===== config.mk =====
export PLATFORM = sky130hd
export DESIGN_NAME = parking
export DESIGN_NICKNAME = d
export VERILOG_FILES = /design/src/rtl/parking.sv
export SDC_FILE = /design/constraint.sdc
export NUM_CORES = 1
export LEC_CHECK = 0
export CORE_ASPECT_RATIO = 1.5
export CORE_MARGIN = 3
export CORE_UTILIZATION = 35
export DETAILED_ROUTE_END_ITERATION = 10
export PLACE_DENSITY = 0.62
export SETUP_SLACK_MARGIN = 0.15
export SLEW_MARGIN = 20
export SYNTH_ARGS = -nofsm -noshare
export SYNTH_HDL_FRONTEND = slang
export SYNTH_SLANG_ARGS = --single-unit

===== constraint.sdc =====
create_clock -name clk -period 7 [get_ports clk]
set_input_delay 1.05 -clock clk [delete_from_list [all_inputs] [get_ports clk]]
set_output_delay 1.05 -clock clk [all_outputs]
set_load 0.005 [all_outputs]

===== src/rtl/parking.sv =====
`default_nettype none
// parking: car-park occupancy counter driven by an outer (a) and inner (b) beam sensor.
// Entry a,ab,b,clear adds one car; exit b,ab,a,clear removes one; count saturates at 0 and CAPACITY.
module parking #(
    parameter int CAPACITY = 255
) (
    input  logic       clk,
    input  logic       reset,
    input  logic       a,
    input  logic       b,
    output logic [7:0] count
);

    localparam logic [7:0] CAP = 8'(CAPACITY);

    typedef enum logic [2:0] {
        IDLE  = 3'd0,
        EN_A  = 3'd1,
        EN_AB = 3'd2,
        EN_B  = 3'd3,
        EX_B  = 3'd4,
        EX_BA = 3'd5,
        EX_A  = 3'd6,
        WAIT  = 3'd7
    } state_t;

    logic       a_meta;
    logic       a_sync;
    logic       b_meta;
    logic       b_sync;
    logic [1:0] pat;
    logic       inc;
    logic       dec;
    state_t     state;
    state_t     next_state;

    // Raw sensors are asynchronous; two flops each before the FSM sees them.
    always_ff @(posedge clk or negedge reset) begin
        if (!reset) begin
            a_meta <= 1'b0;
            a_sync <= 1'b0;
            b_meta <= 1'b0;
            b_sync <= 1'b0;
        end else begin
            a_meta <= a;
            a_sync <= a_meta;
            b_meta <= b;
            b_sync <= b_meta;
        end
    end

    assign pat = {a_sync, b_sync};

    always_ff @(posedge clk or negedge reset) begin
        if (!reset) begin
            state <= IDLE;
        end else begin
            state <= next_state;
        end
    end

    always_comb begin
        next_state = state;
        inc        = 1'b0;
        dec        = 1'b0;
        case (state)
            IDLE: begin
                case (pat)
                    2'b10:   next_state = EN_A;
                    2'b01:   next_state = EX_B;
                    2'b11:   next_state = WAIT;
                    default: next_state = IDLE;
                endcase
            end
            EN_A: begin
                case (pat)
                    2'b11:   next_state = EN_AB;
                    2'b00:   next_state = IDLE;
                    2'b01:   next_state = WAIT;
                    default: next_state = EN_A;
                endcase
            end
            EN_AB: begin
                case (pat)
                    2'b01:   next_state = EN_B;
                    2'b10:   next_state = EN_A;
                    2'b00:   next_state = IDLE;
                    default: next_state = EN_AB;
                endcase
            end
            EN_B: begin
                case (pat)
                    2'b11:   next_state = EN_AB;
                    2'b10:   next_state = WAIT;
                    2'b00: begin
                        next_state = IDLE;
                        inc        = 1'b1;
                    end
                    default: next_state = EN_B;
                endcase
            end
            EX_B: begin
                case (pat)
                    2'b11:   next_state = EX_BA;
                    2'b00:   next_state = IDLE;
                    2'b10:   next_state = WAIT;
                    default: next_state = EX_B;
                endcase
            end
            EX_BA: begin
                case (pat)
                    2'b10:   next_state = EX_A;
                    2'b01:   next_state = EX_B;
                    2'b00:   next_state = IDLE;
                    default: next_state = EX_BA;
                endcase
            end
            EX_A: begin
                case (pat)
                    2'b11:   next_state = EX_BA;
                    2'b01:   next_state = WAIT;
                    2'b00: begin
                        next_state = IDLE;
                        dec        = 1'b1;
                    end
                    default: next_state = EX_A;
                endcase
            end
            WAIT: begin
                if (pat == 2'b00) begin
                    next_state = IDLE;
                end
            end
            default: next_state = IDLE;
        endcase
    end

    // Out-of-range updates are dropped so the count never wraps.
    always_ff @(posedge clk or negedge reset) begin
        if (!reset) begin
            count <= 8'd0;
        end else if (inc && (count != CAP)) begin
            count <= count + 8'd1;
        end else if (dec && (count != 8'd0)) begin
            count <= count - 8'd1;
        end
    end

endmodule
`default_nettype wire


==> qor.csv <==
stage,metric,value,unit
route,vias per std cell,5.56,
sta,setup TNS,0,ns
layout,layout cells sized above 1,0.124,
clocking,CTS tree,done,
clocking,CTS sink cnt,15,
sta,Tightest Pin Transition,0.650,ns
clocking,CTS resizes,0,
route,drt total wl,2510,um
layout,final net count,149,
placed_design,gpl congestion,0.778,
worst_setup_path,Worst Path Required,7.13,ns
yosys,register area share after synthesis,0.308,
die,Initial Util,0.375,
yosys,xor/xnor share of the synthesized area,0.0287,
route,Residual DRC,0,
yosys,Cell variety after synth,41,
grt,GRT Overall Usage,0.132,
sta,unrepaired setup endpoints after global routing,no,
clocking,worst-skew pair later-pin latency,0.25,ns
grt,largest net degree at the start of global routing,16,
grt,initial antenna violation count,0,
die,io pins,12,
yosys,Mapped Avg Cell Area,10.3,um^2
sta,count of final setup violators,0,
sta,hold slack,0.349,ns
clocking,number of H-tree branching levels,1,
yosys,mux cell area share after synthesis,0.0893,
grt,gr ovfl total,0,
placed_design,placed insts,165,
grt,first-pass GRT wire length,4150,um
yosys,most common cell in the netlist,dfrtp_1,
power_and_ir_drop,PD cells,418,nW/um^2
route,drt wl/cell,14.9,um
yosys,synth warn,0,
clocking,clk buf depth,2,
yosys,asr flop ratio synth,1.00,
yosys,Synth Area in Compound Gates,0.191,
layout,# fillers,316,
layout,Layout Cells excl Fill,169,
yosys,Synth Net Count,137,
die,total core area,3250,um^2
clocking,root buf cell,clkbuf_8,
yosys,post-synthesis adder-cell area fraction,0.160,
sta,Peak Freq,342,MHz
route,Initial DRC Count,31,
sta,final hold vios,0,
power_and_ir_drop,Pleak,0.000620,uW
yosys,largest family of logic cells by synthesized area,compound AO/OA/AOI/OAI gates,
route,number of routed nets with antenna violations,0,
clocking,total CTS buffers,3,
yosys,Gate Count Post-Synth,118,
worst_setup_path,worst-path fanout max,10,
die,Core Rows,25,
placed_design,number of buffers added on ports,11,
worst_setup_path,Reg-to-Reg Start,a_sync$_DFF_PN0_,
clocking,postcts setup bufs,0,
route,via count,939,
worst_setup_path,CP arrival,3.05,ns
sta,Final period util,0.418,
yosys,post-synthesis cell area,1220,um^2
yosys,Synth area leader,dfrtp_1,
yosys,Post-synth EDFFs,0,
worst_setup_path,WS Path Type,reg -> reg,
yosys,ys flop type,dfrtp_1,
die,Die W,54.2,um
worst_setup_path,Worst setup EP type,register,
sta,final worst path period need,2.93,ns
run_status,outcome,finished clean,
flow_run,Max-Cap Viols,0,
power_and_ir_drop,worst vdd ir,0.000192,V
clocking,CTS Hold Bufs,0,
sta,clock skew,0.00242,ns
worst_setup_path,Startpoint Class,register,
yosys,area share of and/or/nand/nor cells after synthesis,0.172,
power_and_ir_drop,Final Power,581,uW
hold_path,worst hold path type,reg -> reg,
grt,vias in the first global route,934,
sta,Relative slew margins,0.565,
hold_path,HP Start,a_meta$_DFF_PN0_,
die,Die Ht,78.3,um
worst_setup_path,worst setup path startpoint,a_sync$_DFF_PN0_,
sta,max-slew violations,0,
clocking,clock slew at reported path FFs,0.06,ns
die,Die Area,4240,um^2
placed_design,DP HPWL,1960,um
yosys,"top cells by area, synth","dfrtp_1 (31%), ha_1 (14%), mux2_4 (6.2%)",
layout,Inserted Diodes,0,
route,DRT Pass-1 Iters,4,
yosys,#FFs+latches synth,15,
yosys,Synth top area share,0.308,
yosys,Post-synth top cells,"dfrtp_1 (15), ha_1 (14), o21ai_0 (8), a21oi_1 (7), inv_1 (7)",
layout,P&R area growth vs syn,14.1,%
-- logic make-up after synthesis --
group | Yosys count
compound gates | 34
simple gates | 32
fa+ha+maj | 15
flops | 15
buf+inv | 11
mux | 7
xor+xnor | 4
-- cell type report --
class / instances / area, um^2 / share of cell area
multi-input combinational: 92 / 782 / 0.563
clock buffer: 3 / 41.3 / 0.0297
timing repair buffer: 11 / 110 / 0.0792
sequential: 15 / 375 / 0.270
clock inverter: 1 / 5.00 / 0.00360
tap: 40 / 50.0 / 0.0360
inverter: 7 / 26.3 / 0.0189
-- per-layer routing --
metal,routed length [um],up-vias,global-route usage
met5,0,-,0
met4,29,0,0.0673
met3,37,2,0.0114
met2,1360,14,0.227
met1,1080,457,0.155
li1,-,466,-
-- final timing paths --
kind,to,slack (ns),cells after the start
hold reg to reg,a_sync$_DFF_PN0_,0.35,0
hold / removal,a_sync$_DFF_PN0_,0.35,0
max in group asynchronous,b_sync$_DFF_PN0_,5.38,1
setup / recovery,count[6]$_DFFE_PN0P_,4.07,9
min in group asynchronous,state[0]$_DFFE_PN0P_,1.20,1
setup reg to reg,count[6]$_DFFE_PN0P_,4.07,9
-- metrics by stage --
step / worst slack, ns / area [um^2] / util
after floorplan: 4.34 / 1220 / -
after CTS: 4.05 / 1390 / 0.427
after global routing: 3.78 / 1390 / 0.427
final: 4.07 / 1390 / 0.427
after detailed placement: 4.05 / 1340 / 0.413
after global placement: 4.14 / 1340 / 0.413
-- report_power, final --
group | switching, uW | total, uW | internal [uW]
logic | 147 | 329 | 182
clock network | 28.8 | 68.2 | 39.4
registers | 66.4 | 184 | 118
total | 242 | 581 | 339
-- worst max-delay path, stage by stage (launching register included) --
cell and delay (ns):
dfrtp_1 0.42, inv_1 0.15, ha_1 0.31, nand4b_4 0.13, o21bai_4 0.25, fa_1 0.44, a211oi_1 0.37, nor3_1 0.10
or3b_1 0.36, mux2_4 0.27
-- cell usage in the layout (no fill, tap or decap), types with 3 or more instances in the layout --
| cell type | netlist | routed |
|---|---|---|
| dfrtp_1 | 15 | 15 |
| nand4_1 | 3 | 3 |
| o21ai_0 | 8 | 8 |
| inv_1 | 7 | 7 |
| xnor2_1 | 4 | 4 |
| nand2_1 | 5 | 5 |
| a21o_1 | 3 | 3 |
| nor4_1 | 3 | 3 |
| clkbuf_8 | 0 | 3 |
| clkdlybuf4s50_1 | 0 | 11 |
| ha_1 | 14 | 14 |
| mux2_4 | 5 | 5 |
| nand3_1 | 4 | 4 |
| a21oi_1 | 7 | 7 |
| nor3_1 | 4 | 4 |
| nor2_1 | 3 | 3 |
-- registers in the layout (all words and copies together), names as in the netlist --
name / cells
a_sync: 1
b_sync: 1
b_meta: 1
a_meta: 1
count: 8
state: 3
Power figures use the tool's default switching activity.
